[src/rtl/matrix_mac_engine.sv]
// Sequential M x K by K x N signed matrix multiply, one MAC per cycle, with
// overwrite / saturating accumulate / saturating subtract into a persistent C.
module matrix_mac_engine #(
  parameter int word_size     = 8,
  parameter int Amatrixrownum = 2,
  parameter int Amatrixcolnum = 2,
  parameter int Bmatrixcolnum = 2,
  parameter int acc_w         = 2 * word_size + $clog2(Amatrixcolnum)
) (
  input  logic                                                clk,
  input  logic                                                resetn,
  input  logic                                                in_valid,
  output logic                                                in_ready,
  input  logic [Amatrixrownum*Amatrixcolnum*word_size-1:0]    A,
  input  logic [Amatrixcolnum*Bmatrixcolnum*word_size-1:0]    B,
  input  logic [1:0]                                          op,
  output logic                                                out_valid,
  input  logic                                                out_ready,
  output logic [Amatrixrownum*Bmatrixcolnum*acc_w-1:0]        C,
  output logic                                                busy
);

  localparam int M  = Amatrixrownum;
  localparam int K  = Amatrixcolnum;
  localparam int N  = Bmatrixcolnum;
  localparam int W  = word_size;
  localparam int IW = (M > 1) ? $clog2(M) : 1;
  localparam int KW = (K > 1) ? $clog2(K) : 1;
  localparam int JW = (N > 1) ? $clog2(N) : 1;

  localparam logic [IW-1:0] I_LAST = IW'(M - 1);
  localparam logic [KW-1:0] K_LAST = KW'(K - 1);
  localparam logic [JW-1:0] J_LAST = JW'(N - 1);

  localparam logic signed [acc_w-1:0] SAT_MAX = {1'b0, {(acc_w-1){1'b1}}};
  localparam logic signed [acc_w-1:0] SAT_MIN = {1'b1, {(acc_w-1){1'b0}}};

  typedef enum logic [1:0] {IDLE, COMPUTE, DONE} state_e;
  typedef enum logic [1:0] {OP_MUL = 2'b00, OP_MAC = 2'b01, OP_MSUB = 2'b10, OP_CLR = 2'b11} op_e;

  state_e                          state_q;
  op_e                             op_q;
  logic [M*K*W-1:0]                a_q;
  logic [K*N*W-1:0]                b_q;
  logic [IW-1:0]                   i_q;
  logic [JW-1:0]                   j_q;
  logic [KW-1:0]                   k_q;
  logic signed [acc_w-1:0]         sum_q;
  logic [M*N*acc_w-1:0]            c_q;

  int                              a_idx, b_idx, c_idx;
  logic signed [W-1:0]             a_el, b_el;
  logic signed [2*W-1:0]           prod;
  logic signed [acc_w-1:0]         sum_d;
  logic signed [acc_w-1:0]         c_old;
  logic signed [acc_w:0]           wide_d;
  logic signed [acc_w-1:0]         elem_d;

  // NOTE: every always_comb output gets a value on every path before any
  // conditional logic, otherwise synthesis infers a latch.
  always_comb begin
    a_idx  = int'(i_q) * K + int'(k_q);
    b_idx  = int'(k_q) * N + int'(j_q);
    c_idx  = int'(i_q) * N + int'(j_q);
    a_el   = a_q[(M*K-1-a_idx)*W +: W];
    b_el   = b_q[(K*N-1-b_idx)*W +: W];
    prod   = a_el * b_el;
    sum_d  = sum_q + acc_w'(prod);
    c_old  = c_q[(M*N-1-c_idx)*acc_w +: acc_w];
    // One guard bit lets overflow show up as a disagreement of the top two bits.
    if (op_q == OP_MSUB) wide_d = (acc_w+1)'(c_old) - (acc_w+1)'(sum_d);
    else                 wide_d = (acc_w+1)'(c_old) + (acc_w+1)'(sum_d);
    if (op_q == OP_MUL)                       elem_d = sum_d;
    else if (wide_d[acc_w] != wide_d[acc_w-1]) elem_d = wide_d[acc_w] ? SAT_MIN : SAT_MAX;
    else                                      elem_d = wide_d[acc_w-1:0];
  end

  // NOTE: sequential state uses non-blocking assignments only, so every
  // register samples the pre-edge values regardless of statement order.
  // NOTE: C is reset because reset must leave a defined all-zero result,
  // unlike plain storage arrays that normally need no reset.
  always_ff @(posedge clk or negedge resetn) begin
    if (!resetn) begin
      state_q <= IDLE;
      op_q    <= OP_MUL;
      a_q     <= '0;
      b_q     <= '0;
      i_q     <= '0;
      j_q     <= '0;
      k_q     <= '0;
      sum_q   <= '0;
      c_q     <= '0;
    end else begin
      case (state_q)
        IDLE: begin
          if (in_valid) begin
            a_q   <= A;
            b_q   <= B;
            op_q  <= op_e'(op);
            i_q   <= '0;
            j_q   <= '0;
            k_q   <= '0;
            sum_q <= '0;
            if (op_e'(op) == OP_CLR) begin
              c_q     <= '0;
              state_q <= DONE;
            end else begin
              state_q <= COMPUTE;
            end
          end
        end
        COMPUTE: begin
          if (k_q == K_LAST) begin
            c_q[(M*N-1-c_idx)*acc_w +: acc_w] <= elem_d;
            sum_q <= '0;
            k_q   <= '0;
            if (j_q == J_LAST) begin
              j_q <= '0;
              if (i_q == I_LAST) begin
                i_q     <= '0;
                state_q <= DONE;
              end else begin
                i_q <= i_q + IW'(1);
              end
            end else begin
              j_q <= j_q + JW'(1);
            end
          end else begin
            sum_q <= sum_d;
            k_q   <= k_q + KW'(1);
          end
        end
        DONE: begin
          if (out_ready) state_q <= IDLE;
        end
        default: state_q <= IDLE;
      endcase
    end
  end

  assign in_ready  = (state_q == IDLE);
  assign busy      = (state_q == COMPUTE);
  assign out_valid = (state_q == DONE);
  assign C         = c_q;

endmodule

[config.mk]
export PLATFORM = sky130hd
export DESIGN_NAME = matrix_mac_engine
export DESIGN_NICKNAME = d
export VERILOG_FILES = /design/src/rtl/matrix_mac_engine.sv
export SDC_FILE = /design/constraint.sdc
export NUM_CORES = 1
export LEC_CHECK = 0
export ABC_AREA = 1
export CORE_MARGIN = 2
export CORE_UTILIZATION = 36
export CTS_BUF_LIST = sky130_fd_sc_hd__clkbuf_4
export DETAILED_ROUTE_END_ITERATION = 7
export HOLD_SLACK_MARGIN = 0.1
export PLACE_DENSITY_LB_ADDON = 0.08
export SLEW_MARGIN = 20
export SYNTH_ARGS = -nofsm -noshare
export SYNTH_HDL_FRONTEND = slang
export SYNTH_SLANG_ARGS = --single-unit
export TNS_END_PERCENT = 100
[constraint.sdc]
create_clock -name clk -period 26.1 [get_ports clk]
set_clock_uncertainty 0.05 [all_clocks]
set_input_delay 6.525 -clock clk [delete_from_list [all_inputs] [get_ports clk]]
set_output_delay 6.525 -clock clk [all_outputs]
set_load 0.03 [all_outputs]
# --- After elaboration in Yosys (flattened, before gate mapping) ---
# Index checks and enable logic that the tools add are counted.
classes:
  n_addsub: 13
  mul: 2
  n_div: 0
  n_lt_le_gt_ge: 0
  eq_ne: 11
  shifts: 5
  mux: 29
  n_bitwise: 0
  n_reduce_logical: 9
ops:
  columns: ["operator", "n"]
  rows:
  - ["$mux 68", 3]
  - ["$pmux 68 s2", 1]
  - ["$mux 17", 5]
  - ["$bwmux 68", 1]
  - ["$shift 17x33->68 const A", 1]
  - ["$shiftx 17x33->68", 1]
  - ["$shiftx 68x10->17", 1]
  - ["$shiftx 32x7->8", 2]
  - ["$pmux 17 s2", 1]
  - ["$neg 10->33", 1]
  - ["$add 17x17->18", 1]
  - ["$mux 18", 1]
  - ["$sub 17x17->18", 1]
  - ["$add 17x16->17", 1]
  - ["$mul 8x8->16", 1]
  - ["$mux 2", 6]
  - ["$sub 2x3->4 const A", 3]
  - ["$mul 4x6->10 const B", 1]
  - ["$ne 2x1->1 const B", 5]
  - ["$add 2x1->3", 3]
  - ["$reduce_and 4->1", 2]
  - ["$mux 1", 7]
  - ["$eq 2x2->1 const B", 3]
  - ["$pmux 1 s2", 3]
  - ["10 further kinds", 14]
totals:
  reg_bits: 156
  latchBits: 0
  ram_bits: 0
  rom_bits: 0
  inputBits: 70
  out_inout_bits: 71
  elab_cells: 78
  n_memories: 0

# --- Longest topological paths before layout ---
# Gate-level depths: netlist of run 1.
depth:
  word_depth: 14
  mapped_depth: 50
  mapped_depth_nobuf: 48

# --- Worst setup path after synthesis of run 1 ---
# OpenSTA, ideal clock, no wires.
synth_timing:
  kind: "flip-flop to flip-flop"
  startpoint: "register j_q"
  endpoint: "register c_q[8], in the netlist C[8]"
  setup_time_ns: 0.117
  t_arrival_ns: 8.491
  required_ns: 25.933
  path_slack_ns: 17.443
  path_stages_with_launch: 44
  n_path_buf: 2
  synth_period_minus_slack_ns: 8.657
  cell_sequence: "dfrtp_1 > inv_1 > clkbuf_1 > clkbuf_1 > nand2_1 > a32oi_1 > inv_1 > nor2_1 > inv_1 > fa_1 > inv_1 > fa_1 > fa_1 > fa_1 > fa_1 > ha_1 > a21oi_1 > nor2_1 > [8 not listed] > inv_1 > nor3_1 > nand4_1 > or2_2 > o311ai_2 > inv_1 > nand3_2 > nand3_4 > nand2_8 > clkinv_8 > nand2_4 > nand2_4 > nand3_1 > nand3_2 > nand4_1 > nand2_1 > nand2_1 > nand2_1"
synth_via:
  elab_chain_len: 14
  elab_cells_between_ends: 22
  cone_classes: "add/sub: 8; mul: 2; eq/ne: 1; shift: 4; mux: 7"
synth_rtl:
  columns: ["item", "line_no", "text"]
  rows:
  - ["from (decl)", "46", "logic [JW-1:0] j_q;"]
  - ["from (signal assigned)", "126", "j_q <= j_q + JW'(1);"]
  - ["$add 2x1->3", "63", "b_idx = int'(k_q) * N + int'(j_q);"]
  - ["$sub 2x3->4", "66", "b_el = b_q[(K*N-1-b_idx)*W +: W];"]
  - ["$shiftx 32x7->8", "66", null]
  - ["$mul 8x8->16", "67", "prod = a_el * b_el;"]
  - ["$add 17x16->17", "68", "sum_d = sum_q + acc_w'(prod);"]
  - ["$add 17x17->18 or $sub 17x17->18 (tied branches)", "72, 71", null]
  - ["$mux 18", "71", "if (op_q == OP_MSUB) wide_d = (acc_w+1)'(c_old) - (acc_w+1)'(sum_d);"]
  - ["$mux 17 or $ne 1x1->1 (tied branches)", "74", "else if (wide_d[acc_w] != wide_d[acc_w-1]) elem_d = wide_d[acc_w] ? SAT_MIN : SAT_MAX;"]
  - ["$mux 17", "74", null]
  - ["$mux 17", "73", "if (op_q == OP_MUL) elem_d = sum_d;"]
  - ["$shiftx 17x33->68", "114", "c_q[(M*N-1-c_idx)*acc_w +: acc_w] <= elem_d;"]
  - ["$bwmux 68 *", "114", null]
  - ["$mux 68 *", "113", "if (k_q == K_LAST) begin"]
  - ["$pmux 68 s2 *", "94", "case (state_q)"]
  - ["to (signal, indexed assignment)", "114", null]
  - ["to (decl)", "49", "logic [M*N*acc_w-1:0] c_q;"]
# Every way passes the cells marked *; elsewhere a longest branch is shown, timed or not. The select of a mux whose other input is x is not followed.
# A chain may end at the register's enable or synchronous reset.

# --- Final worst setup path of run 1 ---
layout_timing:
  startpoint: "register k_q"
  endpoint: "register c_q[2], in the netlist C[2]"
layout_via:
  elab_chain_len: 14
  elab_cells_between_ends: 21
  cone_classes: "add/sub: 7; mul: 1; eq/ne: 2; shift: 3; mux: 7; reduce/logical: 1"
layout_rtl:
  columns: ["item", "line_no", "text"]
  rows:
  - ["from (decl)", "47", "logic [KW-1:0] k_q;"]
  - ["from (signal assigned)", "130", "k_q <= k_q + KW'(1);"]
  - ["$add 2x1->3, on equally long branches", "62, 63", null]
  - ["$sub 2x3->4, on equally long branches", "65, 66", null]
  - ["$shiftx 32x7->8, on equally long branches", "65, 66", null]
  - ["$mul 8x8->16", "67", null]
  - ["$add 17x16->17", "68", null]
  - ["$add 17x17->18 or $sub 17x17->18 (tied branches)", "72, 71", null]
  - ["$mux 18", "71", null]
  - ["$mux 17 or $ne 1x1->1 (tied branches)", "74", null]
  - ["$mux 17", "74", null]
  - ["$mux 17", "73", null]
  - ["$shiftx 17x33->68", "114", null]
  - ["$bwmux 68", "114", null]
  - ["$mux 68", "113", null]
  - ["$pmux 68 s2", "94", null]
# Several ways; a longest one is shown, not always the timed one. The select of a mux whose other input is x is not followed.

==> PnR_summary.wiki, run 1 <==
{| class="wikitable"
! Metric !! Value
|-
| Drt initial violations || 1,082
|-
| Maximum number of pins on one net before global-route repair || 92
|-
| Master of the slowest instance on the critical path || sky130_fd_sc_hd__nor2_1
|-
| Leading post-synthesis cells by cell area || sky130_fd_sc_hd__dfrtp_1 29%, sky130_fd_sc_hd__nand2_1 16%, sky130_fd_sc_hd__fa_1 11%, sky130_fd_sc_hd__ha_1 5.9%, sky130_fd_sc_hd__inv_1 5.7%
|-
| Count of unique library cells instantiated by Yosys || 51
|-
| Count of antenna-violating nets left after detailed routing || 0
|-
| Number of enable flip-flop cells after synthesis || 0
|-
| Cell Count, Final, Fillers Out || 2,401
|-
| Worst flop-to-flop path endpoint || C[2]
|-
| Path type of the worst setup path || flip-flop to flip-flop
|-
| Post-DP HPWL || 32,900 microns
|-
| Rows || 70
|-
| Cts repair resizes || 0
|-
| Register cell area after layout || 3910 sq um
|-
| Mean instance size in the synthesized netlist || 7.39 sq um
|-
| Main synth FF type || sky130_fd_sc_hd__dfrtp_1
|-
| Top cell types by occurrence after synthesis || 582 x sky130_fd_sc_hd__nand2_1, 203 x sky130_fd_sc_hd__inv_1, 156 x sky130_fd_sc_hd__dfrtp_1, 117 x sky130_fd_sc_hd__nand3_1, 91 x sky130_fd_sc_hd__nor2_1
|-
| Fraction of the cycle the final worst path needs || 0.406
|-
| Share of flip-flops with an asynchronous set or reset || 1.00
|-
| Via count of the first global-routing pass || 12.5k
|-
| Number of H-tree branching levels || 4
|-
| Startpoint Class || flip-flop
|-
| Input/output buffers || 140
|-
| CP endpoint kind || flip-flop
|-
| Share of cells above drive strength 1 || 0.0762
|-
| Crit Reg-Reg Startpoint || k_q
|-
| Horizontal die dimension || 197 microns
|-
| Setup repair bufs after CTS || 0
|-
| Die height || 197 microns
|-
| RSZ-0062 raised after global routing || no
|-
| Bufs and invs on worst path || 8
|-
| Most common cell type on the critical path || sky130_fd_sc_hd__nand2_1
|-
| Final setup violation count || 0
|-
| Cts-stage hold buffer count || 0
|-
| Inst Count DP || 2,365
|-
| Global-route wire length before repair || 69,900 microns
|-
| Filler Cells Inserted || 3,847
|-
| Portion of the post-synthesis area used by sequential elements || 0.290
|-
| Top layer used by detailed routing || met5
|-
| Max-slew violation count || 0
|-
| Startpoint of the worst hold path || a_q[30]
|-
| Layout-stage area growth over the synthesis result || 15.1%
|-
| Min Clock Period, post-route || 10.59 ns
|-
| Area of the mapped netlist || 13,500 sq um
|-
| Per-cell routed wire length || 18.2 microns
|-
| Total grt overflow || 0
|-
| Initial DRT Pass Iterations || 5
|-
| Routed length on met3 || 2590 microns
|-
| Final wirelength || 43,600 microns
|-
| CTS root buffer || sky130_fd_sc_hd__clkbuf_4
|-
| Achievable clock frequency || 94.5 MHz
|-
| Type of the worst min-delay path || flip-flop to flip-flop
|-
| Number of nets produced by synthesis || 2,034
|-
| Largest area contributor in the synthesized netlist || sky130_fd_sc_hd__dfrtp_1
|-
| Reg2Reg Setup Slack || 15.51 ns
|-
| Clock buffers created by TritonCTS || 17
|-
| Clock transition at the registers of the reported paths || 0.17 ns
|-
| Run status || finished, final reports clean
|-
| Worst Path Arrival || 11.15 ns
|-
| Number of warning messages in the yosys log || 0
|-
| Final sum of negative setup slack || 0 ns
|-
| Longest individual stage delay on the worst path || 0.84 ns
|-
| Relative slew margins || 0.247
|-
| Initial standard-cell utilization of the core || 0.367
|-
| Clock sink count || 156
|-
| #FFs+latches synth || 156
|-
| Area used by multi-input combinational logic || 8420 sq um
|-
| Final instance area || 15,500 sq um
|-
| Top-count cell post-synth || sky130_fd_sc_hd__nand2_1
|-
| Antenna violations before repair || 4
|-
| TritonCTS clock tree || built
|-
| Die area || 39,000 sq um
|-
| CP required || 26.66 ns
|-
| Origin of the worst setup path || k_q
|-
| Worst reg2reg path depth || 42
|-
| Final-report hold violation count || 0
|-
| Cell area after placement || 15,200 sq um
|-
| Top delay family on crit path || simple AND/OR/NAND/NOR gates
|-
| Placer's final routability congestion estimate || 0.912
|-
| Length of routed met2 wiring || 18,600 microns
|-
| Transition time at the pin with the least slew margin || 1.13 ns
|-
| DRC violation count after routing || 0
|-
| Total GRT Usage || 0.231
|-
| Maximum root-to-sink buffer count || 2
|-
| Gate count after technology mapping || 1,823
|-
| Max capacitance violation total || 0
|-
| Hold path depth || 2
|-
| Yosys top cell area share || 0.290
|-
| I/O pin total || 141
|-
| Total vias in the final route || 12.6k
|-
| Clk Latency, worst-skew pair || 0.66 ns
|-
| Peak fanout along the critical path || 37
|-
| Vias per inst || 5.25
|-
| WL met1 || 21,700 microns
|-
| Endpoint, Worst Hold || a_q[30]
|-
| Core box area || 36,700 sq um
|-
| Net count, final || 2,127
|}
-- metal layers --
metal  track usage  vias to the layer above
met2         0.340                      388
met4        0.0585                        2
met3        0.0386                       35
met5             0                        -
li1              -                     6104
met1         0.349                     6087
-- layout make-up --
type / instances / share of cell area
multi-input cells: 1372 / 0.543
well taps: 468 / 0.0377
diodes: 4 / 0.000645
flip-flops and latches: 156 / 0.252
inverters: 214 / 0.0527
clock inverters: 15 / 0.00839
repair buffers: 155 / 0.0977
clock buffers: 17 / 0.00823
-- cell families (layout without fill, tap and decap cells) --
logic type                 count (synthesis)  count (layout)  share of synthesized area
and+or+nand+nor                          946             946                      0.320
other                                      0               4                          0
adders and majority gates                141             141                      0.174
xor gates and xnor gates                  39              39                     0.0254
AOI/OAI and AO/OA                        246             246                      0.105
buffers and inverters                    295             401                     0.0860
DFF                                      156             156                      0.290
-- cell usage in the layout, fill, tap and decap left out, drive strengths merged --
cell type	Yosys	final
o21bai	2	2
o21a	1	1
a31oi	5	5
o211ai	5	5
o21ai	107	107
a32oi	16	16
a2111oi	1	1
clkinv	3	9
buf	41	16
dfrtp	156	156
nor3b	1	1
clkdlybuf4s50	0	139
xor2	29	29
xnor2	10	10
nand3b	4	4
nand3	149	149
a22oi	2	2
o221ai	1	1
a21oi	90	90
o311ai	1	1
a32o	1	1
nand4	74	74
o31ai	4	4
o22ai	8	8
diode	0	4
clkinvlp	0	4
inv	211	216
a211oi	1	1
and2	2	2
nor3	7	7
nand2	609	609
clkbuf	40	17
ha	64	64
fa	77	77
o41ai	1	1
nor2	98	98
or2	2	2
-- per-stage QoR --
stage	worst slack (ns)	util	hold slack [ns]
CTS	15.56	0.422	0.452
finish	15.51	0.423	0.450
global placement	15.85	0.415	0.413
global route	14.47	0.423	0.464
detailed placement	15.60	0.415	0.416
floorplan	17.44	-	0.399
-- state kept, by name, summed over array words and instances, names as in the netlist --
register and count:
k_q 1, j_q 1, op_q 2, a_q 32, C 68, state_q 2
sum_q 17, i_q 1, b_q 32
-- worst register-to-register path, delay by kind of cell (launching register included) --
kind                     cells  cell delay, ns
AO/OA/AOI/OAI                5            1.36
XOR/XNOR                     2            0.29
adder cells (fa/ha/maj)      7            3.07
buffers and inverters        8            1.45
flip-flops                   1            0.63
AND/OR/NAND/NOR             20            3.68
-- worst max-delay path by stage --
stage / end / slack, ns / depth (start not counted)
after floorplan: C[8] / 17.44 / 43
after global routing: C[32] / 14.47 / 40
after global placement: C[2] / 15.85 / 42
after detailed placement: C[18] / 15.60 / 42
final: C[2] / 15.51 / 42
after CTS: C[2] / 15.56 / 42
Power of run 1 is not shown: default switching activity piles up to over one toggle a cycle in this logic, so the estimate is an artifact.
==> run 2: changes to the inputs <==
Clock period 26.1 ns to 9 ns, I/O delays scaled along.
==> PnR_summary.wiki, run 2 (synthesized netlist as in run 1, its figures left out) <==
{| class="wikitable"
! Metric !! Value
|-
| Number of flip-flops under the largest register name || 68
|-
| Utilization after layout || 0.431
|-
| Longest individual stage delay on the worst path || 0.53 ns
|-
| Crit Reg-Reg Startpoint || k_q
|-
| Drt initial violations || 1,275
|-
| Master of the slowest instance on the critical path || sky130_fd_sc_hd__fa_1
|-
| Cts-stage hold buffer count || 0
|-
| CP endpoint kind || flip-flop
|-
| Worst setup timing slack at the placement stage || 0.110 ns
|-
| Min Clock Period, post-route || 8.48 ns
|-
| Worst reg2reg path depth || 41
|-
| Die height || 197 microns
|-
| CP required || 9.55 ns
|-
| Filler Cells Inserted || 3,805
|-
| Share of cells above drive strength 1 || 0.0964
|-
| Final setup slack of the worst path || 0.519 ns
|-
| Via count of the first global-routing pass || 12.8k
|-
| Worst Path Arrival || 9.03 ns
|-
| Relative slew margins || 0.308
|-
| Clock buffers created by TritonCTS || 17
|-
| Total vias in the final route || 12.8k
|-
| Total GRT Usage || 0.240
|-
| I/O pin total || 141
|-
| Max-slew violation count || 0
|-
| Startpoint Class || flip-flop
|-
| Reg2Reg Setup Slack || 0.52 ns
|-
| Horizontal die dimension || 197 microns
|-
| DRC violation count after routing || 0
|-
| Input/output buffers || 140
|-
| Max capacitance violation total || 0
|-
| Type of the worst min-delay path || flip-flop to flip-flop
|-
| Hold path depth || 2
|-
| Rows || 70
|-
| Commonest non-fill, non-tap cells in the layout || 581 x sky130_fd_sc_hd__nand2_1, 198 x sky130_fd_sc_hd__inv_1, 154 x sky130_fd_sc_hd__dfrtp_1, 139 x sky130_fd_sc_hd__clkdlybuf4s50_1, 116 x sky130_fd_sc_hd__nand3_1
|-
| Clock sink count || 156
|-
| Achievable clock frequency || 118 MHz
|-
| Layout-stage area growth over the synthesis result || 17.4%
|-
| Most common cell after layout, fill and taps aside || sky130_fd_sc_hd__nand2_1
|-
| Initial DRT Pass Iterations || 5
|-
| Register cell area after layout || 3910 sq um
|-
| Initial standard-cell utilization of the core || 0.367
|-
| Antenna violations before repair || 1
|-
| Maximum number of pins on one net before global-route repair || 89
|-
| Path type of the worst setup path || flip-flop to flip-flop
|-
| Count of antenna-violating nets left after detailed routing || 0
|-
| Placer's final routability congestion estimate || 0.907
|-
| Number of H-tree branching levels || 4
|-
| CTS root buffer || sky130_fd_sc_hd__clkbuf_4
|-
| Clk Latency, worst-skew pair || 0.67 ns
|-
| Run status || finished, final reports clean
|-
| Startpoint of the worst hold path || b_q[20]
|-
| Maximum root-to-sink buffer count || 2
|-
| Peak fanout along the critical path || 14
|-
| Die area || 39,000 sq um
|-
| Net count, final || 2,149
|-
| Per-cell routed wire length || 18.7 microns
|-
| Worst flop-to-flop path endpoint || C[16]
|-
| Fraction of the cycle the final worst path needs || 0.942
|-
| Total grt overflow || 0
|-
| Most common cell type on the critical path || sky130_fd_sc_hd__inv_1
|-
| Post-DP HPWL || 34,000 microns
|-
| Vias per inst || 5.29
|-
| Area used by multi-input combinational logic || 8530 sq um
|-
| Global-route wire length before repair || 72,800 microns
|-
| Endpoint, Worst Hold || b_q[20]
|-
| Final setup violation count || 0
|-
| Final-report hold violation count || 0
|-
| TritonCTS clock tree || built
|-
| Worst-case hold slack || 0.450 ns
|-
| Core box area || 36,700 sq um
|-
| Transition time at the pin with the least slew margin || 1.03 ns
|-
| Clock transition at the registers of the reported paths || 0.16 ns
|-
| Final wirelength || 45,200 microns
|}
## run 2: cell types whose count changed in the layout (fill, tap and decap cells not counted), moves of 2 or more
cell,delta
sky130_fd_sc_hd__buf_4,+19
sky130_fd_sc_hd__a32oi_1,-8
sky130_fd_sc_hd__a32oi_2,+8
sky130_fd_sc_hd__diode_2,-3
sky130_fd_sc_hd__inv_1,-3
sky130_fd_sc_hd__buf_6,+2
sky130_fd_sc_hd__clkinvlp_4,-2
sky130_fd_sc_hd__inv_4,+2
sky130_fd_sc_hd__inv_6,+2
sky130_fd_sc_hd__o21ai_0,-2
sky130_fd_sc_hd__o21ai_2,+2
## run 2: cell type report
cell class                      instances  area share
Multi-Input combinational cell       1372       0.539
Sequential cell                       156       0.247
Timing Repair Buffer                  176       0.106
Inverter                              214      0.0527
Tap cell                              468      0.0370
Clock inverter                         15     0.00949
Clock buffer                           17     0.00807
Timing Repair inverter                  1    0.000554
Antenna cell                            1    0.000158
## run 2: how the worst max path moves through the flow
stage | start | endpoint | slack [ns]
2_1_floorplan | j_q | C[8] | 0.34
4_1_cts | k_q | C[9] | 0.08
3_5_place_dp | k_q | C[2] | 0.11
5_1_grt | j_q | C[50] | -0.09
6_report | k_q | C[16] | 0.52
3_3_place_gp | k_q | C[2] | 0.22
## run 2: layer usage
metal  track usage  up-vias  routed length (microns)
li1              -     6145                        -
met1         0.373     6234                    22800
met2         0.351      381                    19300
met3        0.0321       46                     2340
met4        0.0565        0                      754
met5             0        -                        0
## run 2: critical path: cells and delay by family (launching register included)
kind                       cells  cell delay [ns]
DFF                            1             0.49
and+or+nand+nor               18             2.70
buffers and inverters         11             1.33
adders and majority gates      7             3.04
AOI/OAI and AO/OA              4             0.66
xor gates and xnor gates       1             0.12
## run 2: repair_timing
action / 4_1_cts / 5_1_grt
setup buffers: 0 / 1
endpoints found under the setup margin: 0 / 68
gates resized for setup: 0 / 33
## run 2: stage by stage
stage | cell area, sq um | TNS (ns) | cells
finish | 15800 | 0 | 2420
global route | 15800 | -0.964 | 2420
CTS | 15700 | 0 | 2417
detailed placement | 15400 | 0 | 2385
global placement | 15400 | 0 | 2385
floorplan | 13500 | 0 | 1823
Power of run 2 is left out for the same reason.
